### src/rtl/bin2bcd_seq.sv
// bin2bcd_seq: sequential binary-to-BCD converter (shift-and-add-3, one bit per clock).
// A start/done handshake launches one conversion at a time. A result takes WIDTH
// cycles, and back-to-back conversions complete one every WIDTH+1 cycles.
// Optional feature macro: BIN2BCD_SIGNED_EN. When it is defined, bin is treated as
// two's complement: the magnitude is converted and its sign is reported on neg.
// When the macro is undefined, bin is unsigned and neg is tied low.
module bin2bcd_seq #(
  parameter int WIDTH  = 32,
  parameter int DIGITS = 10
) (
  input  logic                  clk,
  input  logic                  rst_n,
  input  logic                  start,
  input  logic [WIDTH-1:0]      bin,
  output logic                  ready,
  output logic                  busy,
  output logic                  done,
  output logic [4*DIGITS-1:0]   bcd,
  output logic                  overflow,
  output logic                  neg
);

  localparam int BW = 4 * DIGITS;
  localparam int CW = $clog2(WIDTH + 1);

  typedef enum logic [1:0] {
    S_IDLE  = 2'd0,
    S_SHIFT = 2'd1,
    S_DONE  = 2'd2
  } state_t;

  state_t           state_q;
  logic             ready_q;
  logic             busy_q;
  logic             done_q;
  logic [CW-1:0]    cnt_q;
  logic [WIDTH-1:0] sr_q;
  logic [BW-1:0]    dig_q;
  logic             ovf_q;
  logic [BW-1:0]    bcd_q;
  logic             ovf_out_q;

  logic [BW-1:0]    adj_d;
  logic [BW-1:0]    dig_d;
  logic [WIDTH-1:0] sr_d;
  logic             ovf_d;
  logic [WIDTH-1:0] load_mag_d;
  logic             load_sign_d;

  // Add 3 to every digit that is 5 or more. A valid digit (0..9) stays within 4 bits.
  function automatic logic [BW-1:0] add3_all(input logic [BW-1:0] digs);
    logic [BW-1:0] res;
    logic [3:0]    d;
    res = '0;
    for (int k = 0; k < DIGITS; k++) begin
      d = digs[4*k +: 4];
      res[4*k +: 4] = (d >= 4'd5) ? (d + 4'd3) : d;
    end
    return res;
  endfunction

`ifdef BIN2BCD_SIGNED_EN
  // Magnitude of a two's-complement operand. The most negative value maps to
  // 2^(WIDTH-1), which is still representable as a WIDTH-bit unsigned value.
  function automatic logic [WIDTH-1:0] magnitude(input logic [WIDTH-1:0] v);
    return v[WIDTH-1] ? (~v + {{(WIDTH-1){1'b0}}, 1'b1}) : v;
  endfunction

  logic sign_q;
  logic neg_q;
`endif

  // Operand preparation at acceptance: magnitude and sign (unsigned build passes bin through).
  always_comb begin
`ifdef BIN2BCD_SIGNED_EN
    load_mag_d  = magnitude(bin);
    load_sign_d = bin[WIDTH-1];
`else
    load_mag_d  = bin;
    load_sign_d = 1'b0;
`endif
  end

  // One double-dabble step: adjust digits, shift {digits, sr} left, and catch the digit carry-out.
  always_comb begin
    adj_d = add3_all(dig_q);
    dig_d = {adj_d[BW-2:0], sr_q[WIDTH-1]};
    sr_d  = {sr_q[WIDTH-2:0], 1'b0};
    ovf_d = ovf_q | adj_d[BW-1];
  end

  // Control FSM with registered handshake outputs and the conversion datapath.
  always_ff @(posedge clk or negedge rst_n) begin
    if (!rst_n) begin
      state_q   <= S_IDLE;
      ready_q   <= 1'b1;
      busy_q    <= 1'b0;
      done_q    <= 1'b0;
      cnt_q     <= '0;
      sr_q      <= '0;
      dig_q     <= '0;
      ovf_q     <= 1'b0;
      bcd_q     <= '0;
      ovf_out_q <= 1'b0;
    end else begin
      case (state_q)
        S_IDLE, S_DONE: begin
          done_q <= 1'b0;
          if (start) begin
            sr_q    <= load_mag_d;
            dig_q   <= '0;
            ovf_q   <= 1'b0;
            cnt_q   <= CW'(WIDTH);
            state_q <= S_SHIFT;
            ready_q <= 1'b0;
            busy_q  <= 1'b1;
          end else begin
            state_q <= S_IDLE;
            ready_q <= 1'b1;
            busy_q  <= 1'b0;
          end
        end
        S_SHIFT: begin
          dig_q <= dig_d;
          sr_q  <= sr_d;
          ovf_q <= ovf_d;
          cnt_q <= cnt_q - CW'(1);
          // The final step publishes the result in the same edge.
          if (cnt_q == CW'(1)) begin
            bcd_q     <= dig_d;
            ovf_out_q <= ovf_d;
            state_q   <= S_DONE;
            ready_q   <= 1'b1;
            busy_q    <= 1'b0;
            done_q    <= 1'b1;
          end
        end
        default: begin
          state_q <= S_IDLE;
          ready_q <= 1'b1;
          busy_q  <= 1'b0;
          done_q  <= 1'b0;
        end
      endcase
    end
  end

`ifdef BIN2BCD_SIGNED_EN
  // The sign is latched with the operand and published with the result.
  always_ff @(posedge clk or negedge rst_n) begin
    if (!rst_n) begin
      sign_q <= 1'b0;
      neg_q  <= 1'b0;
    end else begin
      if ((state_q != S_SHIFT) && start) begin
        sign_q <= load_sign_d;
      end
      if ((state_q == S_SHIFT) && (cnt_q == CW'(1))) begin
        neg_q <= sign_q;
      end
    end
  end

  assign neg = neg_q;
`else
  assign neg = load_sign_d;
`endif

  assign ready    = ready_q;
  assign busy     = busy_q;
  assign done     = done_q;
  assign bcd      = bcd_q;
  assign overflow = ovf_out_q;

endmodule

### config.mk
export PLATFORM = sky130hd
export DESIGN_NAME = bin2bcd_seq
export DESIGN_NICKNAME = d
export VERILOG_FILES = /design/src/rtl/bin2bcd_seq.sv
export SDC_FILE = /design/constraint.sdc
export NUM_CORES = 1
export LEC_CHECK = 0
export CAP_MARGIN = 20
export CORE_ASPECT_RATIO = 0.6
export CORE_UTILIZATION = 30
export DETAILED_ROUTE_END_ITERATION = 10
export GPL_TIMING_DRIVEN = 1
export PLACE_DENSITY_LB_ADDON = 0.12
export SLEW_MARGIN = 10
export SYNTH_ARGS = -nofsm -noshare
export SYNTH_HDL_FRONTEND = slang
export SYNTH_SLANG_ARGS = --single-unit
### constraint.sdc
create_clock -name clk -period 1.8 [get_ports clk]
set_input_delay 0.36 -clock clk [delete_from_list [all_inputs] [get_ports clk]]
set_output_delay 0.36 -clock clk [all_outputs]
set_load 0.005 [all_outputs]
==> results of run 1 <==
[through the flow]
stage	instance area (um^2)	power, W	utilization
finish	7590	0.0100	0.398
floorplan	5860	0.00586	-
CTS	7590	0.0102	0.398
detailed placement	6980	0.00660	0.366
global placement	6980	0.00648	0.366
global route	7590	0.0108	0.398
[cells in the mapped netlist, types with 2 or more instances]
cell type / instances
mux2_4: 17
inv_1: 23
buf_4: 8
nor3_1: 11
a31oi_1: 10
nand2_1: 99
or3b_2: 10
mux2i_1: 10
nor3b_1: 10
dfrtp_1: 124
mux2_2: 3
o21ai_0: 25
a22o_1: 22
a21oi_1: 21
nand3_1: 2
clkbuf_1: 13
nand2b_1: 13
nor2_1: 14
o21ai_1: 29
a22oi_1: 31
buf_2: 4
buf_6: 4
ha_1: 22
xnor2_1: 11
[state kept, by name (all words and copies together), names as in the netlist]
register	flops
bcd	40
dig_q	40
sr_q	32
cnt_q	6
state_q	2
busy	1
done	1
overflow	1
ovf_q	1
ready	1
[path summary, 6_finish.rpt]
kind | start | depth (start not counted) | slack (ps) | end
setup / recovery | bcd[0] | 1 | 110 | bcd[0]
hold / removal | rst_n | 2 | 400 | bcd[10]
setup reg to reg | cnt_q[1] | 7 | 160 | bcd[1]
hold reg to reg | sr_q[12] | 2 | 480 | sr_q[12]
max in group asynchronous | rst_n | 3 | 760 | ready
min in group clk | sr_q[12] | 2 | 480 | sr_q[12]
[worst register-to-register path: stages, from the launching register on]
cell	delay [ps]
dfrtp_1	370
inv_1	80
ha_1	150
and4bb_1	210
nand2_2	70
inv_2	110
buf_12	170
mux2_2	360
[repair_timing]
action                                 CTS  global route
endpoints found under the hold margin   17             0
resized for setup                        1             1
setup endpoints to repair                1             4
setup buffers                            0             0
hold buffers                             1             0
[power by group]
group          total (W)  switching [W]  leakage (nW)  internal, W
Sequential       0.00376       0.000498          1.64      0.00326
Clock            0.00350        0.00127         0.280      0.00223
Combinational    0.00278        0.00142          1.57      0.00136
Total             0.0100        0.00318          3.49      0.00686
[kinds of logic after synthesis]
group	after synthesis
AND/OR/NAND/NOR	168
AO/OA/AOI/OAI	141
flip-flops	125
buffers and inverters	54
multiplexers	30
adder cells (fa/ha/maj)	22
XOR/XNOR	11
other	1
[metal layers]
metal | vias to the layer above | global-route usage | wire [um]
li1 | 2101 | - | -
met1 | 2124 | 0.209 | 7230
met2 | 87 | 0.206 | 5750
met3 | 11 | 0.0427 | 534
met4 | 0 | 0.0522 | 125
met5 | - | 0 | 0
[final cells by class]
type	instances	area share
inverters	24	0.0119
flip-flops and latches	125	0.412
clock buffers	20	0.0602
well taps	266	0.0439
repair buffers	94	0.127
multi-input cells	373	0.326
clock inverters	11	0.0188
==> out/results.tsv, run 1 <==
stage	metric	value	unit
outcome	status	completed	
sta	hold-worst-slack	398	ps
place	hpwl	8850	um
sta	fmax	0.592	GHz
die	placementRows	39	
critical_path	start_kind	flip-flop	
cells_and_area	mostFrequentLayoutCells	124 x dfrtp_1, 99 x nand2_1, 76 x clkdlybuf4s50_1	
cells_and_area	drive_gt1_frac	0.130	
die	die_area	20100	um^2
place	place.gp.congestion	0.753	
grt	grt_overflow_total	0	
critical_path	crit_arrival	1330	ps
sta	slew_viol_final	0	
yosys	synthCells	552	
yosys	yosysUniqueCellTypes	40	
critical_path	cp-end-kind	primary output	
detailed_routing	wl	13600	um
clocking	insertion_delay	420	ps
job	max-cap-violations	0	
sta	rsz0062_at_grt	no	
critical_path	path_delay_family	buffers and inverters	
grt	grt_first_pass_wirelength	22400	um
grt	grt_max_degree	51	
die	die_h	110	um
clocking	cts_buffer_depth	2	
clocking	cts_max_level	4	
cells_and_area	n_antenna_cell	0	
yosys	yosys.area_share.xor_xnor	0.0164	
critical_path	path_max_fanout	2	
clocking	clk_pin_slew_worst_paths	60	ps
detailed_routing	dr.pass1.iters	5	
clocking	cts_tree	done	
die	io_pins	80	
critical_path	cp_cell_sequence	clkdlybuf4s50_1	
detailed_routing	wl_per_cell	14.9	um
cells_and_area	layout_commonest_cell	dfrtp_1	
sta	hold_viol	0	
yosys	ys_top_cells_by_area	dfrtp_1 53%, nand2_1 6.3%, ha_1 4.7%, mux2_4 4.4%, a22oi_1 4.0%	
critical_path	crit_buf_inv	1	
critical_path	worstSetupPathType	flip-flop to primary output	
yosys	seq_area_frac_synth	0.534	
yosys	yosys.area.top_type_share	0.529	
yosys	synth_top_family_by_area	compound AO/OA/AOI/OAI gates	
detailed_routing	drc	0	
sta	fin_setup_tns	0	ps
yosys	synth_flop_cell	dfrtp_1	
critical_path	crit_required	1440	ps
grt	antenna_found_initial	0	
yosys	postSynthAreaPerCell	10.6	um^2
yosys	syn-cell-area	5860	um^2
cells_and_area	seqCellArea	3130	um^2
detailed_routing	drt.antenna.violating_nets	0	
place	place_ws	23.4	ps
cells_and_area	instances_no_fill	913	
clocking	cts_buffers	17	
yosys	ys_seq_elements	125	
cells_and_area	fillers	1826	
sta	skew	12.1	ps
place	dp.cells	881	
yosys	synth_compound_area_frac	0.152	
sta	setup_viol	0	
clocking	clock_sinks	125	
yosys	synth_warnings	0	
cells_and_area	multi_input_area	2470	um^2
sta	fin_ws	111	ps
power	p_per_area	1320	nW/um^2
detailed_routing	drt-initial-drc-count	219	
yosys	yosysTopAreaCell	dfrtp_1	
sta	fin_crit	1690	ps
cells_and_area	area_growth	29.5	%
die	core_area	19100	um^2
yosys	syn_nets	609	
detailed_routing	vias	4323	
cells_and_area	nets	692	
die	dieWidth	182	um
grt	grt_pass1_vias	4219	
critical_path	cp_slowest_cell	clkdlybuf4s50_1	
clocking	clock-root-buffer	clkbuf_16	
detailed_routing	via_per_inst	4.73	
critical_path	crit_path_max_incr_delay	520	ps
yosys	synth-simple-area-share	0.138	
sta	min_period_over_period	0.938	
yosys	yosys.area_share.adder	0.0470	
power	p_leak	3.49	nW
die	start_util	0.307	
grt	grt_use_total	0.145	
yosys	synthArstFlopShare	1.00	
yosys	synthMuxAreaShare	0.0664	
min_path	hold_class	input pin to asynchronous set/reset pin	
power	ir_drop	636	uV
place	io_buffers	78	
yosys	synth_edf_count	0	
No activity file was read; power rests on OpenSTA's default activity.
==> run 2: changes to the inputs <==
--- a/config.mk
+++ b/config.mk
@@ -5,8 +5,10 @@
 export SDC_FILE = /design/constraint.sdc
 export NUM_CORES = 1
 export LEC_CHECK = 0
+export ABC_AREA = 0
 export CAP_MARGIN = 20
 export CORE_ASPECT_RATIO = 0.6
+export CORE_MARGIN = 3
 export CORE_UTILIZATION = 30
 export DETAILED_ROUTE_END_ITERATION = 10
 export GPL_TIMING_DRIVEN = 1
==> out/results.tsv, run 2 (synthesized netlist as in run 1, its figures left out) <==
stage	metric	value	unit	change
grt	grt_use_total	0.135		-0.0108
power	ir_drop	635	uV	-0.17%
clocking	clock_sinks	125		unchanged
sta	skew	10.3	ps	-1.80 ps
grt	grt_pass1_vias	4366		+3.5%
die	dieWidth	186	um	+2.2%
critical_path	cp-end-kind	primary output		
sta	fin_setup_tns	0	ps	unchanged
detailed_routing	wl	13900	um	+1.7%
critical_path	crit_path_max_incr_delay	540	ps	+20 ps
cells_and_area	n_antenna_cell	0		unchanged
detailed_routing	wl_per_cell	15.2	um	+1.8%
sta	setup_viol	0		unchanged
critical_path	cp_cell_sequence	clkdlybuf4s50_1		
clocking	cts_buffer_depth	2		unchanged
grt	grt_first_pass_wirelength	22800	um	+1.6%
clocking	insertion_delay	420	ps	about the same
place	io_buffers	78		unchanged
clocking	cts_buffers	17		unchanged
grt	antenna_found_initial	0		unchanged
detailed_routing	dr.pass1.iters	4		-1
cells_and_area	layout_commonest_cell	dfrtp_1		
sta	fin_crit	1700	ps	+16.2 ps
critical_path	crit_required	1440	ps	about the same
critical_path	path_max_fanout	2		unchanged
critical_path	crit_buf_inv	1		unchanged
clocking	clock-root-buffer	clkbuf_16		
detailed_routing	drt.antenna.violating_nets	0		unchanged
detailed_routing	via_per_inst	4.73		-0.15%
place	place_ws	73.8	ps	+50.4 ps
sta	slew_viol_final	0		unchanged
critical_path	path_delay_family	buffers and inverters		
cells_and_area	fillers	1783		-2.4%
place	place.gp.congestion	0.758		+0.66%
min_path	hold_class	input pin to asynchronous set/reset pin		
sta	hold_viol	0		unchanged
power	p_leak	3.52	nW	+0.77%
die	core_area	18600	um^2	-2.6%
detailed_routing	drt-initial-drc-count	271		+24%
cells_and_area	drive_gt1_frac	0.140		+0.00974
die	io_pins	80		unchanged
clocking	post_cts.repair.setup_buffers	0		unchanged
critical_path	worstSetupPathType	flip-flop to primary output		
die	die_h	114	um	+3.6%
clocking	cts_tree	done		
sta	min_period_over_period	0.947		+0.00898
die	placementRows	38		-2.6%
place	hpwl	9570	um	+8.1%
detailed_routing	drc	0		unchanged
detailed_routing	vias	4312		-0.25%
die	die_area	21300	um^2	+5.9%
cells_and_area	fin_util	0.412		+0.0143
sta	rsz0062_at_grt	no		
cells_and_area	mostFrequentLayoutCells	124 x dfrtp_1, 99 x nand2_1, 76 x clkdlybuf4s50_1		
clocking	cts_max_level	4		unchanged
sta	fmax	0.587	GHz	-0.95%
job	max-cap-violations	0		unchanged
critical_path	crit_arrival	1340	ps	about the same
grt	grt_overflow_total	0		unchanged
die	start_util	0.315		+0.00808
outcome	status	completed		
power	p_per_area	1330	nW/um^2	+0.60%
clocking	clk_pin_slew_worst_paths	60	ps	about the same
grt	grt_max_degree	34		-33%
sta	fin_ws	95.2	ps	-16.2 ps
cells_and_area	nets	696		+0.58%
critical_path	start_kind	flip-flop		
critical_path	cp_slowest_cell	clkdlybuf4s50_1		
cells_and_area	area_growth	30.7	%	
==> run 2: cell count changes in the layout (fill, tap and decap cells not counted), sizes merged <==
| cell | delta |
|---|---|
| buf | +4 |
| inv | +1 |
==> run 2: worst paths after layout <==
| kind | slack (ps) | end | startpoint | cells after the start |
|---|---|---|---|---|
| min reg2reg | 470 | sr_q[5] | sr_q[5] | 2 |
| max | 100 | bcd[11] | bcd[11] | 1 |
| max in group asynchronous | 750 | ready | rst_n | 3 |
| max reg2reg | 120 | bcd[17] | cnt_q[1] | 7 |
| min | 440 | dig_q[32] | rst_n | 2 |
| min in group clk | 470 | sr_q[5] | sr_q[5] | 2 |
==> run 2: repair_timing <==
action                                  in CTS  in global routing
pin swaps                                    0                  0
gates cloned                                 0                  0
hold buffers                                 1                  0
endpoints found under the setup margin       1                  2
gates resized for setup                      1                  2
endpoints found under the hold margin       21                  0
==> run 2: through the flow <==
| stage | power (W) | instances | hold slack (ps) | cell area [um^2] |
|---|---|---|---|---|
| 6_report | 0.0102 | 912 | 439 | 7660 |
| 5_1_grt | 0.0109 | 912 | 463 | 7660 |
| 4_1_cts | 0.0103 | 912 | 442 | 7650 |
| 3_5_place_dp | 0.00662 | 879 | 331 | 7030 |
| 3_3_place_gp | 0.00652 | 879 | 330 | 7030 |
| 2_1_floorplan | 0.00586 | 552 | 64.4 | 5860 |
==> run 2: final cells by class <==
cell class / count / area (um^2) / area share
sequential: 125 / 3130 / 0.408
tap: 260 / 325 / 0.0425
clock inverter: 12 / 163 / 0.0212
clock buffer: 20 / 457 / 0.0596
inverter: 24 / 90.1 / 0.0118
timing repair buffer: 98 / 1020 / 0.133
multi-input combinational: 373 / 2480 / 0.324
==> run 2: report_power, final <==
part           total, W  internal [W]  switching (W)
Clock           0.00357       0.00226        0.00131
Sequential      0.00377       0.00326       0.000501
Combinational   0.00286       0.00138        0.00148
==> run 2: routing by layer <==
layer / up-vias / track usage / routed length, um
li1: 2104 / - / -
met1: 2123 / 0.196 / 7470
met2: 71 / 0.194 / 5810
met3: 14 / 0.0352 / 486
met4: 0 / 0.0453 / 109
met5: - / 0 / 0
==> run 3: changes to the inputs <==
--- a/config.mk
+++ b/config.mk
@@ -6,7 +6,7 @@
 export NUM_CORES = 1
 export LEC_CHECK = 0
 export ABC_AREA = 0
-export CAP_MARGIN = 20
+export CAP_MARGIN = 40
 export CORE_ASPECT_RATIO = 0.6
 export CORE_MARGIN = 3
 export CORE_UTILIZATION = 30
==> results of run 3 <==
No change in the layout: final DEF, timing and power equal those of run 2.
